==> src/rtl/ppu_vram_port_if.sv <==
// CPU register-bus and PPU-memory-bus bundles for ppu_vram_port.
// The CPU side is strobe/ready/ack; the memory side holds each request until mem_ack.
interface ppu_cpu_if;
  logic       cpu_req;
  logic       cpu_rw;
  logic [2:0] cpu_reg;
  logic [7:0] cpu_din;
  logic [7:0] cpu_dout;
  logic       cpu_ready;
  logic       cpu_ack;
  logic       ctrl_inc32;

  modport master (output cpu_req, cpu_rw, cpu_reg, cpu_din, ctrl_inc32,
                  input  cpu_dout, cpu_ready, cpu_ack);
  modport slave  (input  cpu_req, cpu_rw, cpu_reg, cpu_din, ctrl_inc32,
                  output cpu_dout, cpu_ready, cpu_ack);
endinterface

interface ppu_mem_if;
  logic [15:0] mem_addr;
  logic        mem_rd;
  logic        mem_wr;
  logic [7:0]  mem_wdata;
  logic [7:0]  mem_rdata;
  logic        mem_ack;

  modport master (output mem_addr, mem_rd, mem_wr, mem_wdata,
                  input  mem_rdata, mem_ack);
  modport slave  (input  mem_addr, mem_rd, mem_wr, mem_wdata,
                  output mem_rdata, mem_ack);
endinterface

==> src/rtl/ppu_vram_port.sv <==
// PPUADDR/PPUDATA initiator: two-write address latch, read buffer, auto-increment; ack 1 cycle after
// register-only accesses, memory wait + 2 otherwise. CPU strobes are dropped while busy; mem requests held until mem_ack.
module ppu_vram_port #(
  parameter logic [15:0] PAL_BASE = 16'h3F00,
  parameter logic [15:0] NT_UNDER = 16'h1000
) (
  input logic     clk,
  input logic     reset_n,
  ppu_cpu_if.slave  cpu,
  ppu_mem_if.master mem
);

  localparam logic [2:0] IDLE = 3'd0;
  localparam logic [2:0] WR   = 3'd1;
  localparam logic [2:0] RD   = 3'd2;
  localparam logic [2:0] FILL = 3'd3;
  localparam logic [2:0] ACK  = 3'd4;

  logic [2:0]  state;
  logic [13:0] v;
  logic [13:0] addr;
  logic [5:0]  t_hi;
  logic        w;
  logic [7:0]  rbuf;
  logic [7:0]  dout;
  logic [7:0]  wdata;
  logic        rd;
  logic        wr;

  logic [13:0] inc;
  logic [13:0] v_next;
  logic [13:0] fill_addr;
  logic        is_pal;

  assign inc       = cpu.ctrl_inc32 ? 14'd32 : 14'd1;
  assign v_next    = v + inc;
  assign fill_addr = v - NT_UNDER[13:0];
  assign is_pal    = ({2'b00, v} >= PAL_BASE);

  always_ff @(posedge clk or negedge reset_n) begin
    if (!reset_n) begin
      state <= IDLE;
      v     <= '0;
      addr  <= '0;
      t_hi  <= '0;
      w     <= 1'b0;
      rbuf  <= '0;
      dout  <= '0;
      wdata <= '0;
      rd    <= 1'b0;
      wr    <= 1'b0;
    end else begin
      case (state)
        IDLE: begin
          if (cpu.cpu_req) begin
            state <= ACK;
            if (!cpu.cpu_rw && cpu.cpu_reg == 3'd6) begin
              if (!w) begin
                t_hi <= cpu.cpu_din[5:0];
                w    <= 1'b1;
              end else begin
                v <= {t_hi, cpu.cpu_din};
                w <= 1'b0;
              end
            end else if (cpu.cpu_rw && cpu.cpu_reg == 3'd2) begin
              w <= 1'b0;
            end else if (cpu.cpu_reg == 3'd7) begin
              addr <= v;
              if (cpu.cpu_rw) begin
                rd    <= 1'b1;
                state <= RD;
              end else begin
                wdata <= cpu.cpu_din;
                wr    <= 1'b1;
                state <= WR;
              end
            end
          end
        end
        WR: begin
          if (mem.mem_ack) begin
            wr    <= 1'b0;
            v     <= v_next;
            state <= ACK;
          end
        end
        RD: begin
          if (mem.mem_ack) begin
            if (is_pal) begin
              // Palette data goes straight out; the buffer is refilled from the nametable underneath.
              dout  <= mem.mem_rdata;
              addr  <= fill_addr;
              state <= FILL;
            end else begin
              rd    <= 1'b0;
              dout  <= rbuf;
              rbuf  <= mem.mem_rdata;
              v     <= v_next;
              state <= ACK;
            end
          end
        end
        FILL: begin
          if (mem.mem_ack) begin
            rbuf  <= mem.mem_rdata;
            rd    <= 1'b0;
            v     <= v_next;
            state <= ACK;
          end
        end
        ACK:     state <= IDLE;
        default: state <= IDLE;
      endcase
    end
  end

  assign cpu.cpu_ready = (state == IDLE);
  assign cpu.cpu_ack   = (state == ACK);
  assign cpu.cpu_dout  = dout;
  assign mem.mem_addr  = {2'b00, addr};
  assign mem.mem_rd    = rd;
  assign mem.mem_wr    = wr;
  assign mem.mem_wdata = wdata;

endmodule

==> src/flat_wrapper.sv <==
// flat-port wrapper written by rule: the top's interface ports become plain ports
module ppu_vram_port_flat 
#(
  parameter logic [15:0] PAL_BASE = 16'h3F00,
  parameter logic [15:0] NT_UNDER = 16'h1000
)
  (clk, reset_n, cpu_cpu_req, cpu_cpu_rw, cpu_cpu_reg, cpu_cpu_din, cpu_ctrl_inc32, cpu_cpu_dout, cpu_cpu_ready, cpu_cpu_ack, mem_mem_addr, mem_mem_rd, mem_mem_wr, mem_mem_wdata, mem_mem_rdata, mem_mem_ack);
  ppu_cpu_if cpu_i ();
  ppu_mem_if mem_i ();
  input logic clk;
  input logic reset_n;
  input wire logic [$bits(cpu_i.cpu_req)-1:0] cpu_cpu_req;
  input wire logic [$bits(cpu_i.cpu_rw)-1:0] cpu_cpu_rw;
  input wire logic [$bits(cpu_i.cpu_reg)-1:0] cpu_cpu_reg;
  input wire logic [$bits(cpu_i.cpu_din)-1:0] cpu_cpu_din;
  input wire logic [$bits(cpu_i.ctrl_inc32)-1:0] cpu_ctrl_inc32;
  output wire logic [$bits(cpu_i.cpu_dout)-1:0] cpu_cpu_dout;
  output wire logic [$bits(cpu_i.cpu_ready)-1:0] cpu_cpu_ready;
  output wire logic [$bits(cpu_i.cpu_ack)-1:0] cpu_cpu_ack;
  output wire logic [$bits(mem_i.mem_addr)-1:0] mem_mem_addr;
  output wire logic [$bits(mem_i.mem_rd)-1:0] mem_mem_rd;
  output wire logic [$bits(mem_i.mem_wr)-1:0] mem_mem_wr;
  output wire logic [$bits(mem_i.mem_wdata)-1:0] mem_mem_wdata;
  input wire logic [$bits(mem_i.mem_rdata)-1:0] mem_mem_rdata;
  input wire logic [$bits(mem_i.mem_ack)-1:0] mem_mem_ack;
  assign cpu_i.cpu_req = cpu_cpu_req;
  assign cpu_i.cpu_rw = cpu_cpu_rw;
  assign cpu_i.cpu_reg = cpu_cpu_reg;
  assign cpu_i.cpu_din = cpu_cpu_din;
  assign cpu_i.ctrl_inc32 = cpu_ctrl_inc32;
  assign cpu_cpu_dout = cpu_i.cpu_dout;
  assign cpu_cpu_ready = cpu_i.cpu_ready;
  assign cpu_cpu_ack = cpu_i.cpu_ack;
  assign mem_mem_addr = mem_i.mem_addr;
  assign mem_mem_rd = mem_i.mem_rd;
  assign mem_mem_wr = mem_i.mem_wr;
  assign mem_mem_wdata = mem_i.mem_wdata;
  assign mem_i.mem_rdata = mem_mem_rdata;
  assign mem_i.mem_ack = mem_mem_ack;
  ppu_vram_port #(.PAL_BASE(PAL_BASE), .NT_UNDER(NT_UNDER)) u_core (.clk(clk), .reset_n(reset_n), .cpu(cpu_i), .mem(mem_i));
endmodule
==> config.mk <==
export PLATFORM = sky130hd
export DESIGN_NAME = ppu_vram_port_flat
export DESIGN_NICKNAME = d
export VERILOG_FILES = /design/src/rtl/ppu_vram_port_if.sv /design/src/rtl/ppu_vram_port.sv /design/src/flat_wrapper.sv
export SDC_FILE = /design/constraint.sdc
export NUM_CORES = 1
export LEC_CHECK = 0
export CAP_MARGIN = 20
export CORE_MARGIN = 5
export CORE_UTILIZATION = 35
export CTS_CLUSTER_SIZE = 40
export DETAILED_ROUTE_END_ITERATION = 16
export HOLD_SLACK_MARGIN = 0.15
export PLACE_DENSITY = 0.69
export SYNTH_ARGS = -nofsm -noshare
export SYNTH_HDL_FRONTEND = slang
export SYNTH_SLANG_ARGS = --single-unit
==> constraint.sdc <==
create_clock -name clk -period 6.1 [get_ports clk]
set_clock_uncertainty 0.2 [all_clocks]
set_input_delay 1.525 -clock clk [delete_from_list [all_inputs] [get_ports clk]]
set_output_delay 1.525 -clock clk [all_outputs]
set_load 0.01 [all_outputs]
Word level (Yosys, flattened, before mapping):

Index checks and enable logic that the tools add are counted.

* register bits: 64
* output and inout bits: 36
* word-level logic and storage cells: 106

* add/subtract/negate cells: 2
* order comparisons: 1
* eq/ne operators: 21
* multiplexer cells: 47
* bitwise operators: 4
* reduce and logical (&&, ||, !) cells: 21

Operators by type and width (number)
* 14-bit two-way mux: 12
* 14-bit case mux with 3 select lines: 1
* 8-bit two-way mux: 4
* 14-bit case mux with 2 select lines: 1
* 3-bit two-way mux: 7
* 7-bit AND reduction: 3
* 2-bit inequality test, second input constant: 9
* 1-bit two-way mux: 16
* 8-bit case mux with 2 select lines: 1
* 14-bit adder: 1
* 14-bit greater-or-equal comparator, second input constant: 1
* 14-bit by 13-bit subtractor with 14-bit output, second input constant: 1
* 2-bit by 1-bit inequality test with 1-bit output, second input constant: 5
* 3-bit by 2-bit == test with 1-bit output, second input constant: 3
* 3-bit == test, second input constant: 3
* 3-bit case mux with 3 select lines: 1
* 9-bit AND reduction: 1
* 4-bit AND reduction: 2
* 2-bit nonzero test: 4
* 6-bit two-way mux: 1
* 3-bit AND reduction: 2
* 6-bit AND reduction: 1
* 3-bit nonzero test: 2
* 1-bit NOT: 4
* 9 further kinds: 10

Depth between registers and ports, before layout:

* depth after elaboration: 6
* mapped depth: 7
* mapped depth without buffers: 7

Least setup slack after synthesis:

OpenSTA, ideal clock, no wires.

* path type: input -> register
* start: input port cpu_cpu_rw
* end: register u_core.v[1]
* setup time: 125 ps
* arrival time: 2917 ps
* data required time: 5775 ps
* setup slack: 2858 ps
* cell stages on the path: 7
* path buffers: 3
* cells stage by stage: buf_2 -> nor3b_1 -> and2_1 -> clkbuf_1 -> o21a_1 -> buf_6 -> mux2_4

* word-level cells in the longest chain between the ends: 4

RTL lines
* start, declared: line flat_wrapper.sv:13 `input wire logic [$bits(cpu_i.cpu_rw)-1:0] cpu_cpu_rw;`
* 1-bit logical NOT: line ppu_vram_port.sv:57 `if (!cpu.cpu_rw && cpu.cpu_reg == 3'd6) begin`
* 1-bit logical AND: line ppu_vram_port.sv:57
* 2-bit by 1-bit inequality test with 1-bit output (no line)
* 7-bit AND reduction (no line)
* end signal, assigned: line ppu_vram_port.sv:62 `v <= {t_hi, cpu.cpu_din};`
* end signal, assigned: line ppu_vram_port.sv:83 `v <= v_next;`
* end signal, assigned: line ppu_vram_port.sv:98 `v <= v_next;`
* end, declared: line ppu_vram_port.sv:20 `logic [13:0] v;`

No other way between the ends.
A chain may end at the register's enable or synchronous reset.

Worst setup path in the final report:

* start: register u_core.state[0]
* end: output port cpu_cpu_ready

* word-level cells in the longest chain between the ends: 1

RTL lines
* start, declared: line ppu_vram_port.sv:19 `logic [2:0] state;`
* start signal, assigned: line ppu_vram_port.sv:42 `state <= IDLE;`
* start signal, assigned: line ppu_vram_port.sv:56 `state <= ACK;`
* start signal, assigned: line ppu_vram_port.sv:71 `state <= RD;`
* 3-bit logical NOT: line ppu_vram_port.sv:117 `assign cpu.cpu_ready = (state == IDLE);`
* end, declared: line flat_wrapper.sv:18 `output wire logic [$bits(cpu_i.cpu_ready)-1:0] cpu_cpu_ready;`

No other way between the ends.

==> impl_results.rst <==
.. list-table::
   :header-rows: 1

   * - Metric
     - Value
   * - Filler instances
     - 876
   * - Die footprint
     - 11,580 sq um
   * - Routed wire length on met2
     - roughly 3900 um
   * - Cells traversed along the worst timing path
     - or3_1 > inv_1 > clkdlybuf4s50_1
   * - Register clock-pin slew on the reported worst setup and hold paths
     - 0.08 ns
   * - Number of buffer cells added on primary ports
     - 58
   * - Total grt overflow
     - 0
   * - Ratio of routed vias to standard cells
     - 5.394
   * - Status
     - finished, final reports clean
   * - Post-synthesis simple-gate area fraction
     - 0.1287
   * - Post-CTS Setup Inserts
     - 0
   * - Number of nets at the end of the flow
     - approximately 390
   * - Cell at the root of the clock tree
     - clkbuf_8
   * - Combinational family with the most area after synthesis
     - compound AO/OA/AOI/OAI gates
   * - Maximum vdd ir drop
     - 0.1916 mV
   * - Flip-flop cell with the highest count after synthesis
     - dfrtp_1
   * - Max-cap violations
     - 0
   * - Number of storage elements in the synthesis netlist
     - 64
   * - Total routed wirelength
     - just over 8000 um
   * - P&R area growth vs syn
     - 27.72%
   * - Element type at the critical path start
     - flop
   * - Estimated wirelength of the detail-placed design
     - approximately 5800 um
   * - Placeable core region
     - slightly above 9000 sq um
   * - Total leakage power
     - 1.739 nW
   * - Post-Place Worst Slack
     - around 2.1 ns
   * - Number of synthesized flops with an enable pin
     - 0
   * - # hold bufs at CTS
     - 0
   * - Required @ worst endpoint
     - around 4.4 ns
   * - TritonCTS buffer count
     - 9
   * - Vias
     - around 2,700
   * - WL met3
     - 468 um
   * - Global-route wire length before repair
     - 13,500 um
   * - Ratio of final minimum period to clock period
     - 0.6385
   * - Minimum setup slack in the final design
     - about 2.2 ns
   * - Number of antenna violations at the first check in global routing
     - 0
   * - Number of levels the H-tree was split into
     - 3
   * - Vias in the first global route
     - ~2,700
   * - Max transition margin
     - 0.4609
   * - Cell Area, Synth
     - 3336 sq um
   * - Maximum number of pins on one net before global-route repair
     - 65
   * - Total Power Consumption
     - about 0.0015 W
   * - Total track usage
     - 0.1473
   * - Detailed Routing Iterations Pass 1
     - 4
   * - Count of nets left with antenna violations after detail routing
     - 0
   * - CTS tree
     - yes
   * - Mapped Cells
     - a little over 300
   * - Startpoint-to-endpoint class of the critical path
     - reg2out
   * - Fraction of final layout cells with drive strength greater than 1
     - 0.1923
   * - Synth cell count leaders
     - 64 x dfrtp_1, 37 x mux2_2, 22 x nand2_1
   * - Total negative setup slack
     - 0 ns
   * - Violation count after the first detailed-routing iteration
     - roughly 130
   * - RSZ-0062 raised after global routing
     - no
   * - Post-DR wirelength/cell
     - 16.52 um
   * - Num ports
     - between 60 and 70
   * - Worst slew pin tran
     - ~0.81 ns
   * - Routed met1 length
     - between 3000 and 4000 um
   * - Biggest cell delay along the critical path
     - around 0.56 ns
   * - Final standard cell count with taps included and fillers excluded
     - ~500
   * - Number of max-slew violations in the final report
     - 0
   * - Initial Util
     - 0.3593
   * - Distinct cell type count after synthesis
     - slightly above 60
   * - Most frequent cell after synthesis
     - dfrtp_1
   * - Post-route minimum period
     - 3.895 ns
   * - Antenna diode count
     - 0
   * - Min-delay worst type
     - reg2reg
   * - Hold Vio Cnt, Final
     - 0
   * - Fraction of the yosys area taken by sequential cells
     - 0.4801
   * - Biggest area contributors in the synthesized netlist
     - dfrtp_1 48%, mux2_2 12%, nand2_1 2.5%
   * - Fmax
     - 256.7 MHz
   * - Cell type contributing the most total cell area after synthesis
     - dfrtp_1
   * - Total of cells resized after clock tree synthesis
     - 0
   * - Total power per unit cell area
     - 361.9 nW/um^2
   * - Number of design rule violations left after detail routing
     - 0
   * - Critical path arrival
     - between 2 and 2.5 ns
   * - Sink count of the clock tree
     - 64
   * - Post-synthesis mux area share
     - 0.1579
   * - Synthesized-area fraction occupied by xor and xnor cells
     - 0.005251
   * - Synthesized-area fraction occupied by adder cells
     - 0.01500
   * - Setup violators final
     - 0
   * - Synth async-reset ratio
     - 1.000
   * - YS warnings
     - 0
   * - Compound-cell area share of the yosys netlist
     - 0.1722
   * - Num rows
     - 35
   * - Avg Cell Area, Syn
     - 10.90 sq um
   * - Placed cell count
     - between 400 and 500
   * - Library cell contributing the largest single delay on the critical path
     - clkdlybuf4s50_1
   * - CTS Buffer Depth
     - 2
   * - Die X
     - roughly 110 um
   * - Clock Latency Late Sink
     - approximately 0.34 ns
   * - Top cell type's share of synthesized area
     - 0.4801
   * - Top fanout value on the critical path
     - 16
   * - Category of the worst setup path capture point
     - output port
   * - Y dimension of the die
     - 107.6 um
   * - GP Congestion
     - between 0.8 and 0.9
   * - Top layer in use
     - met4
==> per-layer routing <==
| metal | GRT usage | vias to the layer above |
|---|---|---|
| met5 | 0 | - |
| met4 | 0.05861 | 0 |
| met3 | 0.03539 | 13 |
| met2 | 0.2269 | 88 |
| met1 | 0.1989 | 1309 |
| li1 | - | 1249 |
==> power by group <==
| group | leakage (nW) | internal, W | total [W] | switching, W |
|---|---|---|---|---|
| Combinational | 0.810 | 0.000237 | 0.000413 | 0.000176 |
| Sequential | 0.804 | 0.000535 | 0.000643 | 0.000108 |
| Clock | 0.126 | 0.000313 | 0.000485 | 0.000172 |
| Total | 1.74 | 0.00109 | 0.00154 | 0.000456 |
==> flip-flops by register name, summed over array words and instances, names as in the netlist <==
name,count
u_core.addr,14
u_core.v,14
u_core.cpu.cpu_dout,8
u_core.mem.mem_wdata,8
u_core.rbuf,8
u_core.t_hi,6
u_core.state,3
u_core.mem.mem_rd,1
u_core.mem.mem_wr,1
u_core.w,1
==> cells by family (layout without fill, tap and decap cells) <==
logic type | count (synthesis) | after routing
AOI/OAI and AO/OA | 79 | 79
xor gates and xnor gates | 2 | 2
adders and majority gates | 4 | 4
buffers and inverters | 27 | 84
DFF | 64 | 64
muxes | 47 | 47
other | 1 | 2
and+or+nand+nor | 82 | 82
==> area by class of cell <==
class / count / area, sq um / share of cell area
clock buffer: 9 / 123.9 / 0.02907
clock inverter: 7 / 143.9 / 0.03377
inverter: 7 / 26.28 / 0.006167
multi-input combinational: 216 / 1605 / 0.3768
sequential: 64 / 1602 / 0.3759
tap: 129 / 161.4 / 0.03789
timing repair buffer: 61 / 598.1 / 0.1404
==> worst paths after layout <==
kind / startpoint / endpoint / slack (ns) / cells past startpoint
setup reg to reg: u_core.state[0] / u_core.v[0] / 3.50 / 4
hold reg to reg: u_core.mem.mem_rd / u_core.mem.mem_rd / 0.30 / 1
setup / recovery: u_core.state[0] / cpu_cpu_ready / 2.21 / 3
hold / removal: u_core.mem.mem_rd / u_core.mem.mem_rd / 0.30 / 1
max in group asynchronous: reset_n / u_core.mem.mem_wdata[4] / 4.02 / 2
min in group asynchronous: reset_n / u_core.mem.mem_wr / 1.14 / 2
==> placed cells by master (no fill, tap or decap), types with 4 or more instances in the layout <==
cell	count
nor3_1	6
o221ai_1	4
o21ai_0	7
mux2i_1	8
ha_1	4
dfrtp_1	64
nand2_1	22
a22oi_1	6
mux2_2	37
o22ai_1	4
bufinv_16	4
nand3_1	7
a211oi_1	4
a21oi_1	16
nor2_1	17
and2_1	4
clkbuf_8	9
and3_1	4
inv_1	7
clkdlybuf4s50_1	57
o211ai_1	7
==> stage by stage <==
stage,util,hold slack [ns],cell area (sq um)
global route,0.4589,0.3221,4260
finish,0.4589,0.3009,4260
CTS,0.4589,0.3072,4260
detailed placement,0.4301,0.2895,3993
floorplan,-,0.2721,3339
global placement,0.4301,0.2759,3993
==> worst max-delay path: cells and delay by family (launching register included) <==
family	cells	cell delay, ns
buf+inv	2	0.75
flops	1	0.54
simple gates	1	0.53
(Power assumes the default switching activity.)
